<file path="config.mk">
export PLATFORM = sky130hd
export DESIGN_NAME = serial_subtractor
export DESIGN_NICKNAME = d
export VERILOG_FILES = /design/src/rtl/serial_sub_pkg.sv /design/src/rtl/serial_subtractor_full_subtractor.sv /design/src/rtl/serial_subtractor.sv
export SDC_FILE = /design/constraint.sdc
export NUM_CORES = 1
export LEC_CHECK = 0
export ABC_CLOCK_PERIOD_IN_PS = 1530
export CELL_PAD_IN_SITES_DETAIL_PLACEMENT = 2
export CELL_PAD_IN_SITES_GLOBAL_PLACEMENT = 2
export CORE_UTILIZATION = 25
export CTS_BUF_LIST = sky130_fd_sc_hd__clkbuf_8
export CTS_CLUSTER_DIAMETER = 100
export DETAILED_ROUTE_END_ITERATION = 7
export PLACE_DENSITY_LB_ADDON = 0.1
export SYNTH_ARGS = -nofsm -noshare
export SYNTH_HDL_FRONTEND = slang
export SYNTH_SLANG_ARGS = --single-unit
</file>
<file path="constraint.sdc">
create_clock -name clk -period 1.53 [get_ports clk]
set_input_delay 0.2295 -clock clk [delete_from_list [all_inputs] [get_ports clk]]
set_output_delay 0.2295 -clock clk [all_outputs]
set_load 0.02 [all_outputs]
</file>
<file path="src/rtl/serial_sub_pkg.sv">
// Shared definitions for the bit-serial subtractor: FSM state encoding and default width.
package serial_sub_pkg;

  localparam int SERIAL_SUB_WIDTH = 8;

  typedef enum logic [1:0] {
    IDLE  = 2'd0,
    SHIFT = 2'd1,
    DONE  = 2'd2
  } state_t;

endpackage

</file>
<file path="src/rtl/serial_subtractor_full_subtractor.sv">
// Single-bit full subtractor cell: d = x - y - bin, with the borrow out in bo.
module full_subtractor (
  input  logic x,
  input  logic y,
  input  logic bin,
  output logic d,
  output logic bo
);

  assign d  = x ^ y ^ bin;
  assign bo = (~x & y) | (~(x ^ y) & bin);

endmodule

</file>
<file path="src/rtl/serial_subtractor.sv">
// Bit-serial WIDTH-bit subtractor (A - B, LSB first) behind a start/busy/done handshake.
// Define SERIAL_SUB_OVF_EN to add the signed-overflow output ovf.
module serial_subtractor
  import serial_sub_pkg::*;
#(
  parameter int WIDTH = SERIAL_SUB_WIDTH
) (
  input  logic             clk,
  input  logic             rst,
  input  logic             start,
  input  logic [WIDTH-1:0] a,
  input  logic [WIDTH-1:0] b,
  output logic             busy,
  output logic             done,
  output logic [WIDTH-1:0] diff,
  output logic             bout
`ifdef SERIAL_SUB_OVF_EN
  ,
  output logic             ovf
`endif
);

  localparam int             CW       = (WIDTH > 1) ? $clog2(WIDTH) : 1;
  localparam logic [CW-1:0]  LAST_BIT = CW'(WIDTH - 1);
  localparam logic [CW-1:0]  CNT_ONE  = CW'(1);

  state_t           state_r;
  logic [WIDTH-1:0] a_sr_r;
  logic [WIDTH-1:0] b_sr_r;
  logic [WIDTH-1:0] res_sr_r;
  logic             borrow_r;
  logic [CW-1:0]    count_r;
  logic             d_s;
  logic             bo_s;
`ifdef SERIAL_SUB_OVF_EN
  logic             a_msb_r;
  logic             b_msb_r;
`endif

  full_subtractor u_cell (
    .x  (a_sr_r[0]),
    .y  (b_sr_r[0]),
    .bin(borrow_r),
    .d  (d_s),
    .bo (bo_s)
  );

  // FSM, operand/result shift registers and registered handshake/result outputs
  always_ff @(posedge clk or posedge rst) begin
    if (rst) begin
      state_r  <= IDLE;
      a_sr_r   <= {WIDTH{1'b0}};
      b_sr_r   <= {WIDTH{1'b0}};
      res_sr_r <= {WIDTH{1'b0}};
      borrow_r <= 1'b0;
      count_r  <= {CW{1'b0}};
      busy     <= 1'b0;
      done     <= 1'b0;
      diff     <= {WIDTH{1'b0}};
      bout     <= 1'b0;
`ifdef SERIAL_SUB_OVF_EN
      a_msb_r  <= 1'b0;
      b_msb_r  <= 1'b0;
      ovf      <= 1'b0;
`endif
    end else begin
      done <= 1'b0;
      case (state_r)
        IDLE, DONE: begin
          if (start) begin
            a_sr_r   <= a;
            b_sr_r   <= b;
            borrow_r <= 1'b0;
            count_r  <= {CW{1'b0}};
            busy     <= 1'b1;
            state_r  <= SHIFT;
`ifdef SERIAL_SUB_OVF_EN
            a_msb_r  <= a[WIDTH-1];
            b_msb_r  <= b[WIDTH-1];
`endif
          end else begin
            busy    <= 1'b0;
            state_r <= IDLE;
          end
        end
        SHIFT: begin
          a_sr_r   <= {1'b0, a_sr_r[WIDTH-1:1]};
          b_sr_r   <= {1'b0, b_sr_r[WIDTH-1:1]};
          res_sr_r <= {d_s, res_sr_r[WIDTH-1:1]};
          borrow_r <= bo_s;
          count_r  <= count_r + CNT_ONE;
          // The current cell output is the MSB, so it is folded straight into diff.
          if (count_r == LAST_BIT) begin
            diff    <= {d_s, res_sr_r[WIDTH-1:1]};
            bout    <= bo_s;
            done    <= 1'b1;
            busy    <= 1'b0;
            state_r <= DONE;
`ifdef SERIAL_SUB_OVF_EN
            ovf     <= (a_msb_r != b_msb_r) && (d_s != a_msb_r);
`endif
          end else begin
            busy    <= 1'b1;
            state_r <= SHIFT;
          end
        end
        default: begin
          busy    <= 1'b0;
          state_r <= IDLE;
        end
      endcase
    end
  end

endmodule
</file>
==> key figures <==
Drt
  • DRC: 4
  • DRT Pass-1 Iters: 6
  • Top layer in use: met4
  • DR WL met3: 193 um
  • ANT nets after route: 0
  • Via/cell ratio: between 4 and 5
  • Met2 WL: 1919 um
  • Total number of vias: approximately 1200
  • WL per Instance: about 15 um
  • DRT iter0 DRCs: 86
  • WL final: 3972 um
  • Wl on met1: between 1500 and 2000 um

Clocking
  • Clk sinks: 39
  • Post-CTS Hold Buffers: 0
  • Clk_lat worst skew: about 0.29 ns
  • Clock Path Buffers: 2
  • CTS tree: yes
  • Num CTS Buffers: 5
  • Root Driver: clkbuf_8
  • Reg clk slew, reported paths: around 0.08 ns
  • CTS H-tree lvls: 2

Timing
  • Worst-Margin Slew: roughly 0.60 ns
  • Clock Skew: 0.005718 ns
  • Final Hold Fails: 0
  • Final setup vio count: 0
  • Fmax: 670.1 MHz
  • Max transition margin: 0.5985
  • Final min period: between 1 and 1.5 ns
  • Post-route clock period utilization: 0.9753
  • Slew Viols, Final: 0
  • RSZ-0062 raised after global routing: yes

Setup path
  • Slowest CP cell: clkdlybuf4s50_1
  • Critical path capture point type: output pin
  • Worst-path maximum fanout: 2
  • Worst setup startpoint: bout
  • Critical Path Stages: 1
  • Crit start category: flop
  • Critical-path cell list: clkdlybuf4s50_1
  • CP top delay family: buffers and inverters
  • Reg2reg start: count_r[1]
  • Reg2reg path depth: 5
  • Worst EP required: about 1.3 ns
  • CP arrival: around 1.3 ns
  • Kind of critical path: reg2out
  • Buffers & Inverters on Critical Path: 1
  • CP max stage delay: 0.60 ns

Floorplan
  • Die area: just over 0.007 mm2
  • Initial Utilization: 0.2618
  • Die width: between 80 and 90 um
  • IO Pins: 30
  • Core area: ~0.0064 mm2
  • Die Span Y: between 80 and 90 um
  • Core Rows: 29

Synth
  • Post-synth net total: between 150 and 200
  • Synth cell types: 24
  • Top_reg_cell synth: dfrtp_1
  • Synth Area in Adders: 0.02679
  • Synth top area share: 0.5804
  • Xor and xnor area share after synthesis: 0
  • Post-Synthesis Mean Instance Area: 11.36 um2
  • Post-synthesis simple-gate area fraction: 0.08557
  • Post-synth EDFFs: 0
  • Ys async rst share: 1.000
  • Area leader, netlist: dfrtp_1
  • Syn Inst Count: ~150
  • Area contributors post-synth: dfrtp_1, mux2_2, a21oi_2
  • FF+latch count, synth: 39
  • Cell area after synthesis: between 0.0015 and 0.002 mm2
  • Synth Area in Compound Gates: 0.1466
  • Synth warnings: 0
  • Part of the Yosys area used for sequential elements: 0.5804
  • Largest family of logic cells by synthesized area: compound AO/OA/AOI/OAI gates
  • Mux share of post-synthesis cell area: 0.07217

Global routing
  • Vias in the first global route: 1425
  • All-Layer GR Usage: 0.1299
  • Initial antenna violation count: 0
  • First-pass GRT wire length: between 6000 and 7000 um
  • Largest net degree at the start of global routing: 40
  • Total gr overflow: 0

Place
  • HPWL Detailed: 2710 um
  • Placer Congestion: about 0.7
  • Port buffer count: 29

Status
  • Status: finished with violations
  • Failing checks: DRC

Cells and area
  • Area Overhead vs Synth: 30.13%
  • Fillers: about 680
  • Ant diodes: 0
  • Layout cells sized above 1: 0.2131
  • Final #Nets: 205
  • Layout Utilization: 0.3407

Power
  • Final Power: roughly 4.6 mW
  • P per Cell Area: approximately 2100 mW/mm2
  • IR drop worst, VDD: 508.7 uV
  • P_leak: 1.036 nW

Hold path
  • Worst min path class: in2async

Job
  • Max_cap viols: 0
==> final cells by class <==
cell class                      instances  area [um2]  share of cell area
Inverter                               18       67.56             0.03087
Clock buffer                            6       82.58             0.03774
Clock inverter                          1       5.005            0.002287
Multi-Input combinational cell         81       561.8              0.2567
Sequential cell                        39       975.9              0.4460
Timing Repair Buffer                   38       399.1              0.1824
Tap cell                               77       96.34             0.04403
==> stage by stage <==
| stage | TNS [ns] | instances | hold slack, ns | worst slack (ns) | instance area [um2] |
|---|---|---|---|---|---|
| after global placement | 0 | 251 | 0.4619 | 0.04693 | 2077 |
| after detailed placement | -0.0008697 | 251 | 0.4735 | -0.0008697 | 2077 |
| final | 0 | 260 | 0.2968 | 0.03779 | 2188 |
| after global routing | -0.003715 | 260 | 0.3216 | -0.002142 | 2188 |
| after CTS | 0 | 260 | 0.3081 | 0.01651 | 2181 |
| after floorplan | 0 | 148 | 0.4097 | 0.005575 | 1682 |
==> flip-flops by register name, indices dropped and copies added (netlist names) <==
signal / cells
a_sr_r: 8
b_sr_r: 8
borrow_r: 1
bout: 1
count_r: 3
diff: 8
done: 1
res_sr_r: 7
state_r: 2
==> worst min-delay path: stages <==
cell and delay [ns]:
clkdlybuf4s50_1 0.40, inv_1 0.09, buf_12 0.24
==> cells by family after synthesis <==
family	Yosys count
AOI/OAI and AO/OA	36
adders and majority gates	3
buffers and inverters	28
DFF	39
muxes	11
and+or+nand+nor	31
==> synth_stat cells, types with 2 or more instances <==
cell      count
inv_1        18
buf_6         3
a22o_1        2
nand3_1       3
mux2i_1       2
o21ai_0       5
nand2_1      22
clkbuf_1      2
a21oi_1       4
mux2_2        9
a21oi_2      10
ha_1          2
dfrtp_1      39
buf_2         4
o22ai_1      14
==> where the power goes <==
group | internal, mW | switching [mW] | total, mW
clock | 0.354 | 0.364 | 0.718
combinational | 0.969 | 1.08 | 2.04
sequential | 1.52 | 0.307 | 1.83
==> final timing paths <==
kind                                to  slack (ns)
setup / recovery                  bout        0.04
hold / removal               b_sr_r[7]        0.30
setup reg to reg               diff[7]        0.06
hold reg to reg               borrow_r        0.49
max in group asynchronous  res_sr_r[6]        1.04
min in group clk              borrow_r        0.49
==> repair_timing <==
action	4_1_cts	5_1_grt
endpoints found under the setup margin	9	10
setup buffers	2	0
resized for setup	2	3
endpoints found under the hold margin	0	0
==> layout by cell type, fill, tap and decap left out <==
cell type / count
nand2b_1: 1
nand3b_1: 1
o2bb2ai_1: 1
and2_4: 1
nand2b_4: 1
clkinv_2: 1
mux2_2: 9
dlygate4sd2_1: 1
nand3_1: 3
ha_2: 2
nor2_1: 1
a22o_1: 2
mux2i_1: 2
a21oi_1: 4
o22ai_1: 14
fa_1: 1
nor2b_1: 1
inv_1: 18
nand2_1: 22
clkdlybuf4s50_1: 26
buf_4: 6
clkbuf_8: 6
o21ai_0: 5
dfrtp_1: 39
a21oi_2: 10
buf_12: 3
dlymetal6s2s_1: 2
==> layer usage <==
layer  vias up  global-route usage
met5         -                   0
met4         0             0.04702
met3         4             0.04352
met2        22              0.2139
met1       612              0.1578
li1        561                   -
Power figures use the tool's default switching activity.
==> patch 1 (config.mk and constraints unchanged) <==
Encoding of `state_t`: now one-hot (3 bits for 3 states).
--- a/src/rtl/serial_sub_pkg.sv
+++ b/src/rtl/serial_sub_pkg.sv
@@ -5,6 +5,6 @@
 
-  typedef enum logic [1:0] {
-    IDLE  = 2'd0,
-    SHIFT = 2'd1,
-    DONE  = 2'd2
+  typedef enum logic [2:0] {
+    IDLE  = 3'b001,
+    SHIFT = 3'b010,
+    DONE  = 3'b100
   } state_t;
Behaviour: no difference found for any inputs over 10 cycles, from zero or initial values and one cycle with rst high; not proved beyond that.
==> patch 1 against the original RTL <==
  * Via count up 18%
  * Sequential share of layout area down 5.9 points
  * Total power down 13%
  * Sequential cell count unchanged
  * Final area up 16%
  * Wire length up 22%
  * Setup slack better by 13 ps
  * Synthesized area up 12%
==> patch 1: results (changes against the original RTL) <==
metric,value,unit,change
gp_congestion,0.705,,+0.21%
syn_nets,193,,+14%
final_area,0.00253,mm2,+16%
met2_length,2.49,mm,+30%
ys_async_sr_fraction,1.00,,unchanged
crit_start,diff[3],,
grtUsageMet3,0.0326,,-0.0109
seq-power,1660,uW,-9%
combPwrFrac,0.414,,-0.032
port_buffers,29,,unchanged
ir_drop,438,uV,-14%
grt_use_met1,0.167,,+0.00948
fin_skew,4.14,ps,-1.57 ps
wl_per_cell,15.5,um,+1.3%
drive_above_1_share,0.290,,+0.0766
clock-root-buffer,clkbuf_8,,
synth_compound_area_frac,0.121,,-0.0259
synth_seq_area_share,0.521,,-0.0597
wl_met3,182,um,-5.7%
synth-xor-area-share,0.0173,,+0.0173
worstPathArrival,1250,ps,
status,finished clean,,
hold_ws,292,ps,-5.30 ps
pre_cts_ws,-3.82,ps,-2.95 ps
ys.flop_type,dfrtp_1,,
netlist_top_cells_count,"nand2_1 (41), dfrtp_1 (38), nand3_1 (22), o211ai_2 (9)",,
crit-reg2reg-launch,count_r[0],,
clkTransAtPathRegs,80,ps,about the same
worst_slew_pin_slew,349,ps,-252 ps
num_vias,1417,,+18%
power_switching,1540,uW,-12%
placed_area,0.00235,mm2,+13%
worstReg2RegEnd,diff[0],,
synth_fa_ha_area_frac,0.0240,,-0.00279
dr.first_iter.drc_count,52,,-40%
wl_met1,2.06,mm,+14%
fill_cells,806,,+19%
p_leak,0.00123,uW,+18%
grt_pass1_vias,1660,,+16%
fmax,676,MHz,+0.91%
first_pass_iters,4,,-2
cp-endpoint,diff[3],,
grt_pass1_wl,8.34,mm,+20%
place_hpwl,3.26,mm,+20%
h-tree-depth,2,,unchanged
gr-usage-all-layers,0.144,,+0.0143
ys_types,28,,+17%
met2_usage,0.255,,+0.0414
ys_top_cells_by_area,"dfrtp_1 (51%), nand2_1 (8.2%), o211ai_2 (6.0%)",,
crit_family,buffers and inverters,,
synth_mux_area_frac,0.0480,,-0.0242
nets,235,,+15%
[patch 1: what timing repair did]
item | CTS | global route
buffers inserted | 1 | 2
setup endpoints to repair | 11 | 14
gates cloned | 1 | 0
pin swaps | 0 | 0
gates resized for setup | 6 | 10
[patch 1: area by class of cell]
type / count / area, um2 / area share
Sequential cell: 39 / 980 / 0.387
Tap cell: 99 / 124 / 0.0489
Multi-Input combinational cell: 116 / 822 / 0.324
Timing Repair Buffer: 47 / 508 / 0.200
Inverter: 4 / 15.0 / 0.00593
Clock inverter: 3 / 16.3 / 0.00642
Clock buffer: 5 / 68.8 / 0.0272
[patch 1: stage by stage]
stage	std cells	util	setup TNS (ps)	total power [uW]
6_report	313	0.349	0	4010
5_1_grt	313	0.349	0	4360
4_1_cts	311	0.343	0	4060
3_5_place_dp	301	0.324	-5.53	3320
3_3_place_gp	301	0.324	0	3240
2_1_floorplan	171	-	0	2780
==> patch 2 (config.mk and constraints unchanged) <==
Without the edit above. `SERIAL_SUB_WIDTH`: 8 -> 16.
--- a/src/rtl/serial_sub_pkg.sv
+++ b/src/rtl/serial_sub_pkg.sv
@@ -3,3 +3,3 @@
 
-  localparam int SERIAL_SUB_WIDTH = 8;
+  localparam int SERIAL_SUB_WIDTH = 16;
 
Interface: changed (resized a, b and diff); port bits go from 30 to 54. The function was not compared with the original's and may differ.
==> patch 2 against the original RTL <==
  * Synthesized area is 74% higher
  * Die area is 72% higher
  * Synthesized cell count is 57% higher
  * Non-clock buffer count is 27 higher
  * Sequential cell count is 32 higher
  * Final area is 77% higher
  * Total power is 62% higher
  * Wire length is 71% higher
  * Setup slack better by 32 ps
  * Highest routed layer unchanged
==> patch 2: results (changes against the original RTL) <==
metric,value,unit,change
status,finished clean,,
fill_cells,1242,,+83%
placedCellCount,425,,+69%
grt_max_degree,72,,+80%
grt_pass1_vias,2167,,+52%
ys_types,24,,unchanged
antenna_found_initial,0,,unchanged
first_pass_iters,4,,-2
ys_top_cells_by_area,"dfrtp_1 (61%), a22o_1 (9.9%), a21o_1 (7.7%)",,
worstReg2RegEnd,diff[9],,
syn_nets,270,,+59%
synth_seq_area_share,0.607,,+0.0262
netlist_top_cells_count,"dfrtp_1 (71), nand2_1 (45), a22o_1 (33), a21o_1 (30), mux2_2 (16)",,
slowest_stage,dfrtp_1,,
num_vias,2057,,+72%
final_area,0.00388,mm2,+77%
top_regs,"a_sr_r x16, b_sr_r x16, diff x16",,
place_hpwl,4.16,mm,+54%
p_leak,0.00202,uW,+95%
path_max_fanout,11,,+9
clkLatencyLatePin,350,ps,+60 ps
crit-reg2reg-launch,done,,
relSlewSlack,0.671,,+0.0721
cpPeakStageDelay,430,ps,-170 ps
port_buffers,53,,+83%
crit_family,flip-flops,,
placed_area,0.00369,mm2,+78%
routed_via_density,4.65,,+0.92%
pre_cts_ws,-266,ps,-265 ps
fin_skew,9.57,ps,+3.85 ps
worstPathArrival,1690,ps,+430 ps
gp_congestion,0.667,,-5.1%
h-tree-depth,3,,+1
nets,331,,+61%
synth_compound_area_frac,0.186,,+0.0397
gr-usage-all-layers,0.128,,-0.00176
dr.first_iter.drc_count,50,,-42%
fmax,685,MHz,+2.2%
ir_drop,545,uV,+7.1%
grt_pass1_wl,11.4,mm,+65%
syn_inst,233,,+57%
synth_fa_ha_area_frac,0.0111,,-0.0157
critical_path_class,register to register,,
rr_worst_depth,4,,-1
drive_above_1_share,0.167,,-0.0459
wl_per_cell,15.3,um,+0.32%
synth_mux_area_frac,0.0722,,about the same
-- patch 2: changes by cell type in the layout (fill, tap and decap cells not counted), sizes merged, moves of 14 or more --
cell,change
dlygate4sd2,+18
a22o,+31
dfrtp,+32
a21oi,-14
o22ai,-14
a21o,+30
inv,-14
nand2,+23
-- patch 2: per-layer routing --
layer	wire, um	global-route usage	vias to the layer above
li1	-	-	944
met1	3140	0.164	1056
met2	3220	0.203	44
met3	273	0.0359	13
met4	150	0.0536	0
met5	0	0	-
-- patch 2: area by class of cell --
cell class,count,area share
clock inverters,6,0.0135
well taps,143,0.0461
inverters,3,0.00387
repair buffers,65,0.169
clock buffers,10,0.0355
multi-input cells,144,0.274
flip-flops and latches,71,0.458
-- patch 2: what timing repair did --
action	4_1_cts	5_1_grt
pin swaps	1	1
setup endpoints to repair	40	30
gates cloned	1	0
gates resized for setup	19	4
setup buffers	0	0
-- patch 2: power breakdown --
part           internal, uW  switching (uW)
registers              2670             457
clock network           778             704
logic                  1420            1400
